===== config.mk =====
export PLATFORM = sky130hd
export DESIGN_NAME = bcd_counter_multi
export DESIGN_NICKNAME = d
export VERILOG_FILES = /design/src/rtl/bcd_counter_multi.sv
export SDC_FILE = /design/constraint.sdc
export NUM_CORES = 1
export LEC_CHECK = 0
export ABC_AREA = 1
export BUFFER_PORTS_ARGS = -buffer_cell sky130_fd_sc_hd__buf_4
export CELL_PAD_IN_SITES_DETAIL_PLACEMENT = 0
export CELL_PAD_IN_SITES_GLOBAL_PLACEMENT = 1
export CORE_UTILIZATION = 38
export CTS_CLUSTER_DIAMETER = 50
export DETAILED_ROUTE_END_ITERATION = 12
export PLACE_DENSITY = 0.91
export SLEW_MARGIN = 25
export SYNTH_ARGS = -nofsm -noshare
export SYNTH_HDL_FRONTEND = slang
export SYNTH_SLANG_ARGS = --single-unit

===== constraint.sdc =====
create_clock -name clock -period 3 [get_ports clock]
set_clock_uncertainty 0.2 [all_clocks]
set_input_delay 0.15 -clock clock [delete_from_list [all_inputs] [get_ports clock]]
set_output_delay 0.15 -clock clock [all_outputs]
set_load 0.01 [all_outputs]

===== src/rtl/bcd_counter_multi.sv =====
// N-digit BCD up/down counter with clear, clamped parallel load, wrap or saturate
// at the limits, a combinational terminal count and a sticky overflow flag.
module bcd_counter_multi #(
  parameter int DIGITS = 2,
  parameter bit WRAP   = 1'b1
) (
  input  logic                  clock,
  input  logic                  reset_n,
  input  logic                  clear,
  input  logic                  load,
  input  logic [4*DIGITS-1:0]   load_val,
  input  logic                  en,
  input  logic                  up,
  output logic [4*DIGITS-1:0]   cnt,
  output logic                  tc,
  output logic                  ovf
);

  localparam int W = 4 * DIGITS;

  logic [W-1:0] step_val;
  logic [W-1:0] load_clamped;
  logic         all9;
  logic         all0;

  // Ripple chain: a digit steps only when every lower digit sits at its limit.
  always_comb begin
    logic       carry;
    logic [3:0] d;
    logic [3:0] l;
    step_val     = '0;
    load_clamped = '0;
    all9         = 1'b1;
    all0         = 1'b1;
    carry        = 1'b1;
    d            = '0;
    l            = '0;
    for (int k = 0; k < DIGITS; k++) begin
      d = cnt[4*k +: 4];
      l = load_val[4*k +: 4];
      load_clamped[4*k +: 4] = (l > 4'd9) ? 4'd9 : l;
      if (!carry)
        step_val[4*k +: 4] = d;
      else if (up)
        step_val[4*k +: 4] = (d >= 4'd9) ? 4'd0 : d + 4'd1;
      else
        step_val[4*k +: 4] = (d == 4'd0) ? 4'd9 : d - 4'd1;
      carry = carry & (up ? (d == 4'd9) : (d == 4'd0));
      all9  = all9 & (d == 4'd9);
      all0  = all0 & (d == 4'd0);
    end
  end

  assign tc = en & ~clear & ~load & ((up & all9) | (~up & all0));

  always_ff @(posedge clock or negedge reset_n) begin
    if (!reset_n) begin
      cnt <= '0;
      ovf <= 1'b0;
    end else if (clear) begin
      cnt <= '0;
      ovf <= 1'b0;
    end else if (load) begin
      cnt <= load_clamped;
    end else if (en) begin
      if (tc) begin
        ovf <= 1'b1;
        if (WRAP) cnt <= step_val;
      end else begin
        cnt <= step_val;
      end
    end
  end

endmodule


[After elaboration in Yosys (flattened, before gate mapping)]
Cells that the tools add are included.
Storage, ports and cells
  RAM bits: 0
  output and inout port bits: 10
  bits in latches: 0
  flip-flop bits (word level): 9
  memories kept: 0
  ROM bits: 0
Operators by class
  shifts and indexed selects: 0
  reduce and logical (&&, ||, !) cells: 8
  add/sub/neg operators: 4
  div/mod/pow operators: 0
  multiply operators: 0
  muxes and demuxes: 17
  bitwise operators: 11
  order comparisons: 4
  equal/unequal tests: 3
Operators by type and width (number)
  $mux 4: 9
  $mux 8: 3
  $add 4x1->4 const B: 2
  $eq 4x4->1 const B: 2
  $ge 4x4->1 const B: 2
  $gt 4x4->1 const B: 2
  $logic_not 4->1: 2
  $sub 4x1->4 const B: 2
  $and 1x1->1: 7
  $reduce_bool 3->1: 2
  $mux 1: 5
  $reduce_bool 2->1: 2
  $not 1->1: 3
  $reduce_and 3->1: 1
  $ne 2x2->1 const B: 1
  $reduce_and 2->1: 1
  $or 1x1->1: 1

[Depth between registers and ports, before layout]
Gate-level depths: netlist of run 1.
  depth after elaboration: 9
  depth in mapped cells: 12

[Worst setup path after synthesis of run 1]
Ideal clock, no wire load.
  path type: register -> output
  start: register cnt[0]
  end: output tc
  path slack: 1363 ps
  arrival: 1287 ps
  cell stages (with the launch flop): 9
  required time: 2650 ps
  cell sequence: dfrtp_1 inv_1 ha_1 inv_1 nor2_2 nand3_2 o22ai_1 nand3_1 inv_1
Between the ends
  cells in the longest elaborated chain, start to end: 5
  elaborated cells on any way between the ends: 8
  classes of those cells: eq/ne: 1; bitwise: 6; reduce/logical: 1
Ends and longest elaborated chain
  from (decl): RTL line 14  | output logic [4*DIGITS-1:0] cnt,
  from (signal assigned): RTL line 64  | cnt <= load_clamped;
  from (signal assigned): RTL line 68  | if (WRAP) cnt <= step_val;
  from (signal assigned): RTL line 70  | cnt <= step_val;
  $eq 4x4->1 / $logic_not 4->1 (equally long branches): RTL line 49, 50
  $and 1x1->1, on equally long branches: RTL line 49, 50
  $and 1x1->1: RTL line 54  | assign tc = en & ~clear & ~load & ((up & all9) | (~up & all0));
  $or 1x1->1 *: RTL line 54
  $and 1x1->1 *: RTL line 54
  to (decl): RTL line 15  | output logic tc,
Every way passes the cells marked *; elsewhere a longest branch is shown, timed or not.

[Worst setup path in the final report of run 1]
Ends and elaborated chain as after synthesis.

==> results_dict.tcl, run 1 <==
set metrics [dict create \
    rsz0062_at_grt "no" \
    critPathTopFamily "flip-flops" \
    cp_num_buf_inv 4 \
    antenna_found_initial 0 \
    slowest_delay_ns 0.42 \
    htreeDepth 1 \
    viasPerCell 4.83 \
    nets 199 \
    ys_seq_area_share_pct 23.9 \
    port_buffers 23 \
    grt_first_pass_wirelength_um 3880 \
    coreArea_um2 2280 \
    synth.area.top_cells "dfrtp_1, nand2_1, ha_1" \
    finalSetupViolCount 0 \
    final_max_slew_viol_count 0 \
    crit_slowest_cell "dfrtp_1" \
    status "finished, final reports clean" \
    grt_max_degree 13 \
    end_kind "output port" \
    synthesis.area_um2 943 \
    drc 0 \
    crit_chain "inv_1 > ha_1 > inv_1 > nor2_2 > nand3_2 > o22ai_1 > nand3_1 > inv_1 > buf_4" \
    floorplan.initialDensity_pct 41.5 \
    dpl_cell_area_um2 1140 \
    syn_nets 170 \
    synth_top_area_share_pct 23.9 \
    min_period_ns 2.18 \
    period_share_pct 72.8 \
    use_met1_pct 26.7 \
    hold_path_class "input pin to flop" \
    drv_cap 0 \
    clk_latency_ns 0.26 \
    worst_slew_pin_slew_ns 0.378 \
    use_met2_pct 29.5 \
    criticalPathCategory "flop to output port" \
    clk_pin_slew_worst_paths_ns 0.06 \
    io_pins 24 \
    clock.fmax_mhz 458 \
    arrival_ns 1.83 \
    yosysTopAreaCell "dfrtp_1" \
    final_common_cell "nand2_1" \
    dpl.hpwl_um 1810 \
    critPathMostFrequentCell "inv_1" \
    first_pass_iters 4 \
    use_met3_pct 1.46 \
    ys_warn_count 0 \
    numClockSinks 9 \
    drtIter0Drc 18 \
    cts_buffer_depth 2 \
    yosys_register_bits 9 \
    drive_above_1_share_pct 22.6 \
    routed_wl_um 2260 \
    cts_tree "built" \
    antenna_cells 0 \
    yosys.cell_types.count 24 \
    fp-row-count 17 \
    startpoint_type "flop" \
    worst_ir_drop_vdd_v 0.000221 \
    worstPathMaxFanout 5 \
    dieArea_um2 2690 \
    overflow 0 \
    place_congestion 0.860 \
    hold_violations 0 \
    root_buffer "clkbuf_4" \
    top_usage_layer "met2" \
    cp.required_ns 2.65 \
    tns_ns 0 \
    grt_pass1_vias 911 \
    design_area_um2 1190 \
    fp.dieW_um 51.8 \
    drtAntennaViolNets 0 \
    dieHeight_um 51.8 \
    relSlewSlack_pct 74.8 \
    grt_usage_pct 19.3 \
    post-route-util_pct 52.5 \
    vias 990 \
    p_leak_nw 0.682 \
    power_density_nw_per_um2 379 \
    layout_common_cells "nand2_1, buf_4, inv_1" \
    netlist_instances 149 \
    avgSynthCellArea_um2 6.33 \
    cts_inserted_buffers 3 \
    areaGrowthSynthToFinish_pct 26.7 \
    wl_per_cell_um 11.0 \
]
## where the power goes
group / leakage (nW) / internal (mW) / total, mW / switching, mW
Clock: 0.0150 / 0.0512 / 0.0928 / 0.0416
Combinational: 0.550 / 0.0873 / 0.202 / 0.115
Sequential: 0.117 / 0.135 / 0.158 / 0.0236
Total: 0.682 / 0.273 / 0.453 / 0.180
## area by class of cell
type	count	area, um2
fillers	214	1080
multi-input cells	118	628
flip-flops and latches	9	225
repair buffers	26	203
inverters	20	77.6
well taps	28	35.0
clock buffers	4	26.3
## through the flow
stage / worst slack [ns] / total power [mW] / hold slack (ns) / std cells
2_1_floorplan: 1.36 / 0.289 / -0.346 / 149
3_3_place_gp: 1.24 / 0.355 / -0.220 / 198
3_5_place_dp: 1.15 / 0.359 / -0.219 / 198
4_1_cts: 0.863 / 0.456 / 0.0134 / 205
5_1_grt: 0.596 / 0.494 / 0.0489 / 205
6_report: 0.816 / 0.453 / 0.0154 / 205
## Yosys cell counts
cell       n
nor2_1     8
inv_1     16
or2_2      1
nand3_1   13
nand2_4    2
nand3b_1   1
and2_1     1
dfrtp_1    9
inv_2      3
a21oi_2    1
nor2_8     1
inv_4      1
buf_4      1
nor2_2     2
nand3_2    3
ha_1       7
nand2_1   57
a21oi_1    7
xor2_1     2
o22ai_1    1
nand4_1    3
o21ai_1    1
o21ai_0    7
buf_2      1
## kinds of logic after synthesis
group	synth area share, %
XOR/XNOR	1.86
AND/OR/NAND/NOR	45.9
adder cells (fa/ha/maj)	9.28
buffers and inverters	9.55
AO/OA/AOI/OAI	9.55
flip-flops	23.9
## per-layer routing
metal  routed length, um  vias up  share of wire, %
met3                  72        2               3.2
met4                  14        0              0.62
met1                1110      441                49
li1                    -      526                 -
met2                1060       21                47
met5                   0        -                 0
## registers in the layout, summed over array words and instances (netlist names)
register,flops
cnt,8
ovf,1
## worst paths after layout
kind / from / endpoint / slack (ns) / depth (start not counted)
max: cnt[0] / tc / 0.82 / 9
min: load / cnt[3] / 0.02 / 4
max reg2reg: cnt[0] / cnt[3] / 1.24 / 12
min reg2reg: ovf / ovf / 0.33 / 2
max in group asynchronous: reset_n / cnt[3] / 2.39 / 2
min in group asynchronous: reset_n / cnt[7] / 0.07 / 2
## tightest hold or removal path, stage by stage
cell and delay, ns:
buf_4 0.12, a21oi_1 0.06, nand2_1 0.06, nand2_1 0.04
## timing repair
action | in CTS | in global routing
hold buffers | 3 | 0
setup endpoints to repair | 0 | 0
resized for setup | 0 | 0
buffers inserted | 0 | 0
endpoints found under the hold margin | 13 | 0
Power figures use the tool's default switching activity.
==> run 2: changes to the inputs <==
--- a/config.mk
+++ b/config.mk
@@ -5,14 +5,14 @@
 export SDC_FILE = /design/constraint.sdc
 export NUM_CORES = 1
 export LEC_CHECK = 0
-export ABC_AREA = 1
+export ABC_AREA = 0
 export BUFFER_PORTS_ARGS = -buffer_cell sky130_fd_sc_hd__buf_4
 export CELL_PAD_IN_SITES_DETAIL_PLACEMENT = 0
 export CELL_PAD_IN_SITES_GLOBAL_PLACEMENT = 1
-export CORE_UTILIZATION = 38
+export CORE_UTILIZATION = 35
 export CTS_CLUSTER_DIAMETER = 50
 export DETAILED_ROUTE_END_ITERATION = 12
-export PLACE_DENSITY = 0.91
+export PLACE_DENSITY = 0.83
 export SLEW_MARGIN = 25
 export SYNTH_ARGS = -nofsm -noshare
 export SYNTH_HDL_FRONTEND = slang
==> constraint.sdc (replaced) <==
create_clock -name clock -period 1.99 [get_ports clock]
set_clock_uncertainty 0.2 [all_clocks]
set_input_delay 0.0995 -clock clock [delete_from_list [all_inputs] [get_ports clock]]
set_output_delay 0.0995 -clock clock [all_outputs]
set_load 0.01 [all_outputs]
==> run 2 against run 1 <==
Against the previous run: the run now ends with setup timing left; worst setup slack got worse by 0.89 ns; sequential power rose by 39%; power increased by 49%; wire length grew 28%; register-to-register slack worse by 1.3 ns; core utilization grew 2.0 points; clock power increased by 58%; clock-buffer cell count unchanged; non-clock buffer count increased by 21; global-route usage grew 0.063 points; sequential share of layout area fell by 3.5 points; synthesized cell count is 16% lower; largest cell class unchanged.
==> results_dict.tcl, run 2 <==
set metrics [dict create \
    status "finished with violations" \
    violations "setup timing" \
    drc 0 \
    nets 188 \
    p_leak_nw 0.663 \
    cts_buffer_depth 2 \
    rsz0062_at_grt "yes" \
    io_pins 24 \
    synth_edf_count 0 \
    dieArea_um2 3100 \
    drtAntennaViolNets 0 \
    yosysTopAreaCell "dfrtp_1" \
    power_density_nw_per_um2 453 \
    syn_nets 146 \
    clk_latency_ns 0.26 \
    hold_violations 0 \
    antenna_found_initial 0 \
    synth_top_cells_by_count "inv_1, dfrtp_1, nor2_1, o21ai_0, a21oi_1" \
    root_buffer "clkbuf_4" \
    grt_max_degree 19 \
    ys_warn_count 0 \
    areaGrowthSynthToFinish_pct 48.0 \
    vias 1111 \
    routed_wl_um 2880 \
    antenna_cells 0 \
    overflow 0 \
    yosysMostFrequentCell "inv_1" \
    worstPathMaxFanout 3 \
    arrival_ns 1.77 \
    synth.area.top_cells "dfrtp_1, ha_1, o21ai_0" \
    grt_pass1_vias 1112 \
    post-route-util_pct 54.5 \
    end_kind "output port" \
    cp.required_ns 1.69 \
    final-instance-count-excl-fill 197 \
    dpl.hpwl_um 2010 \
    synth_top_area_share_pct 22.4 \
    relSlewSlack_pct 74.5 \
    port_buffers 23 \
    ys_seq_area_share_pct 22.4 \
    dieHeight_um 55.6 \
    top_regs "cnt x8, ovf x1" \
    netlist_instances 125 \
    place_inst 179 \
    hold_path_class "input pin to flop" \
    wl_per_cell_um 14.6 \
    largest_reg_flops 8 \
    finalSetupViolCount 2 \
    tns_ns -0.0899 \
    grt_usage_pct 19.3 \
    drtIter0Drc 36 \
    clock.fmax_mhz 484 \
    first_pass_iters 4 \
    synthesis.area_um2 1010 \
    yosys_register_bits 9 \
    avgSynthCellArea_um2 8.06 \
    r2r_slack_ns -0.01 \
    startpoint_type "flop" \
    place_congestion 0.800 \
    min_period_ns 2.07 \
    grt_first_pass_wirelength_um 4880 \
    final_max_slew_viol_count 0 \
    viasPerCell 5.64 \
    yosys.cell_types.count 46 \
    synthArstFlopShare_pct 100 \
    worst_slew_pin_slew_ns 0.381 \
    layout_common_cells "buf_4, dlygate4sd3_1, nor2_1" \
    pre_cts_ws_ns 0.0216 \
    synth_ff_type "dfrtp_1" \
    drv_cap 0 \
    clk_pin_slew_worst_paths_ns 0.07 \
    fp.dieW_um 55.6 \
    cts_tree "built" \
    cts_inserted_buffers 3 \
    final_common_cell "buf_4" \
    criticalPathCategory "flop to output port" \
    numClockSinks 9 \
    fp-row-count 19 \
    worst_ir_drop_vdd_v 0.000377 \
    drive_above_1_share_pct 36.7 \
    worst_slack_ns -0.0770 \
    coreArea_um2 2730 \
    period_share_pct 104 \
    htreeDepth 1 \
    top_register "cnt" \
    floorplan.initialDensity_pct 36.8 \
]
## run 2: cell count changes after synthesis, sizes merged, moves of 3 or more
cell | previous run | this run
nor3 | 0 | 4
a211oi | 0 | 3
nand2 | 59 | 5
inv | 20 | 12
nand3 | 16 | 2
a31oi | 0 | 3
nor3b | 0 | 3
clkbuf | 0 | 8
nand2b | 0 | 7
## run 2: worst paths after layout
path	from	to	depth (start not counted)
worst min-delay path	load_val[7]	cnt[7]	5
max in group asynchronous	reset_n	cnt[7]	4
worst max register to register	cnt[0]	cnt[6]	6
worst min register to register	ovf	ovf	1
worst max-delay path	cnt[1]	tc	6
min in group asynchronous	reset_n	cnt[3]	3
## run 2: logic make-up after synthesis
kind of cell,share of synthesized area [%]
AO/OA/AOI/OAI,35.3
flip-flops,22.4
AND/OR/NAND/NOR,24.0
adder cells (fa/ha/maj),8.70
buffers and inverters,9.69
## run 2: stage by stage
stage / cell area (um2) / hold slack [ns] / total power, mW
finish: 1490 / 0.0117 / 0.675
global route: 1490 / 0.0572 / 0.718
CTS: 1410 / 0.0123 / 0.647
detailed placement: 1260 / -0.268 / 0.482
global placement: 1260 / -0.269 / 0.478
floorplan: 1030 / -0.396 / 0.386
## run 2: layout make-up
cell class	count	area, um2
fillers	239	1240
multi-input cells	94	771
repair buffers	47	378
flip-flops and latches	9	229
inverters	12	47.5
well taps	31	38.8
clock buffers	4	26.3
## run 2: worst max-delay path, stage by stage, from the launching register on
cell	delay [ns]
dfrtp_2	0.42
inv_4	0.08
ha_4	0.13
and4b_1	0.23
a32oi_2	0.13
nor4_2	0.33
buf_4	0.18
## run 2: routing by layer
layer  global-route usage [%]  share of wire [%]  up-vias
met5                        0                  0        -
met4                     6.43               0.73        0
met3                    0.698                2.9        4
met2                     34.1                 51       34
met1                     25.4                 46      524
li1                         -                  -      549
## run 2: timing repair
action	in CTS	in global routing
setup buffers	0	4
pin swaps	0	3
hold endpoints to repair	14	0
endpoints found under the setup margin	1	4
hold buffers	10	0
resized for setup	5	11
## run 2: power by group
part	internal, mW	leakage, nW	total [mW]	switching, mW
combinational	0.155	0.534	0.308	0.153
clock	0.0775	0.0150	0.147	0.0693
sequential	0.197	0.115	0.220	0.0232
==> run 3: changes to the inputs <==
--- a/config.mk
+++ b/config.mk
@@ -9,10 +9,10 @@
 export BUFFER_PORTS_ARGS = -buffer_cell sky130_fd_sc_hd__buf_4
 export CELL_PAD_IN_SITES_DETAIL_PLACEMENT = 0
 export CELL_PAD_IN_SITES_GLOBAL_PLACEMENT = 1
-export CORE_UTILIZATION = 35
+export CORE_UTILIZATION = 41
 export CTS_CLUSTER_DIAMETER = 50
 export DETAILED_ROUTE_END_ITERATION = 12
-export PLACE_DENSITY = 0.83
+export PLACE_DENSITY = 0.91
 export SLEW_MARGIN = 25
 export SYNTH_ARGS = -nofsm -noshare
 export SYNTH_HDL_FRONTEND = slang
==> constraint.sdc (replaced) <==
create_clock -name clock -period 2.4 [get_ports clock]
set_clock_uncertainty 0.2 [all_clocks]
set_input_delay 0.12 -clock clock [delete_from_list [all_inputs] [get_ports clock]]
set_output_delay 0.12 -clock clock [all_outputs]
set_load 0.01 [all_outputs]
==> run 3 against run 2 <==
Against the previous run: the run now ends clean; clock power is 18% lower; register-to-register slack gained 0.29 ns; sequential power is 18% lower; critical path depth unchanged.
==> results_dict.tcl, run 3 (synthesis results as in run 2) <==
set metrics [dict create \
    place_inst 169 \
    min_period_ns 2.21 \
    areaGrowthSynthToFinish_pct 28.8 \
    antenna_found_initial 0 \
    seqPwrFrac_pct 35.3 \
    criticalPathCategory "flop to output port" \
    comb_power_share_pct 41.3 \
    dieHeight_um 51.6 \
    post-route-util_pct 57.5 \
    p_total_mw 0.512 \
    power.share.clock_pct 23.4 \
    worst_ir_drop_vdd_v 0.000252 \
    period_share_pct 91.9 \
    top_register "cnt" \
    worstPathMaxFanout 5 \
    numClockSinks 9 \
    wl_per_cell_um 14.0 \
    postCtsSetupBuffers 0 \
    cts_tree "built" \
    top_regs "cnt x8, ovf x1" \
    dpl_cell_area_um2 1180 \
    routed_wl_um 2530 \
    internal_power_mw 0.327 \
    worst_hold_slack_ns 0.0104 \
    overflow 0 \
    cts_inserted_buffers 3 \
    fp-row-count 17 \
    grt_usage_pct 20.3 \
    worst_slew_pin_slew_ns 0.414 \
    tns_ns 0 \
    first_pass_iters 4 \
    drtAntennaViolNets 0 \
    dpl.hpwl_um 1880 \
    io_pins 24 \
    switching_power_mw 0.184 \
    clock.fmax_mhz 453 \
    finalSetupViolCount 0 \
    hold_violations 0 \
    port_buffers 23 \
    cts_buffer_depth 2 \
    power_density_nw_per_um2 395 \
    nets 175 \
    status "finished, final reports clean" \
    hold_path_class "input pin to flop" \
    antenna_cells 0 \
    drv_cap 0 \
    startpoint_type "flop" \
    dieArea_um2 2660 \
    p_leak_nw 0.584 \
    floorplan.initialDensity_pct 44.7 \
    arrival_ns 1.89 \
    final_common_cell "buf_4" \
    pre_cts_ws_ns 0.293 \
    place_congestion 0.789 \
    grt_first_pass_wirelength_um 4040 \
    fill_cells 214 \
    end_kind "output port" \
    fp.dieW_um 51.6 \
    htreeDepth 1 \
    vias 1022 \
    worst_slack_ns 0.195 \
    rsz0062_at_grt "no" \
    coreArea_um2 2250 \
    drtIter0Drc 29 \
    grt_max_degree 19 \
    design_area_um2 1300 \
    final_max_slew_viol_count 0 \
    cp.required_ns 2.08 \
    relSlewSlack_pct 72.3 \
    final-instance-count-excl-fill 181 \
    clk_latency_ns 0.26 \
    grt_pass1_vias 935 \
    p_sw_share_pct 36.0 \
    drive_above_1_share_pct 22.9 \
    drc 0 \
    clk_pin_slew_worst_paths_ns 0.07 \
    layout_common_cells "buf_4, inv_1, nor2_1, o21ai_0, dfrtp_1" \
    root_buffer "clkbuf_4" \
    viasPerCell 5.65 \
    largest_reg_flops 8 \
]
[run 3: path summary, 6_finish.rpt]
| kind | depth (start not counted) | to | from | slack (ns) |
|---|---|---|---|---|
| setup reg to reg | 6 | cnt[4] | cnt[1] | 0.28 |
| min in group asynchronous | 2 | cnt[7] | reset_n | 0.03 |
| hold reg to reg | 1 | ovf | ovf | 0.30 |
| setup / recovery | 6 | tc | cnt[5] | 0.19 |
| hold / removal | 3 | cnt[3] | load | 0.01 |
| max in group asynchronous | 2 | cnt[3] | reset_n | 1.83 |
[run 3: cell type report]
class	instances	area (um2)	share of cell area, %
clock buffer	4	26.3	2.03
inverter	12	45.0	3.47
multi-input combinational	94	691	53.2
sequential	9	225	17.4
tap	28	35.0	2.70
timing repair buffer	34	275	21.2
[run 3: timing repair]
item | 4_1_cts | 5_1_grt
endpoints found under the hold margin | 14 | 0
setup endpoints to repair | 0 | 1
hold buffers | 8 | 0
gates resized for setup | 0 | 1
[run 3: per-layer routing]
layer,track usage [%],share of wire [%]
met5,0,0
met4,8.56,0.59
met3,1.46,3.0
met2,32.7,48
met1,27.9,48
[run 3: worst max-delay path, stage by stage (launching register included)]
cell and delay (ns):
dfrtp_1 0.43, inv_1 0.16, ha_1 0.22, nor3b_1 0.28
a32oi_1 0.12, nor4_2 0.22, buf_4 0.18
[run 3: power groups by stage]
stage	logic (mW)	clock network (mW)	registers, mW
after floorplan	0.130	0	0.183
after global placement	0.197	0	0.182
after detailed placement	0.199	0	0.183
after CTS	0.210	0.120	0.180
after global routing	0.233	0.129	0.183
final	0.211	0.120	0.181
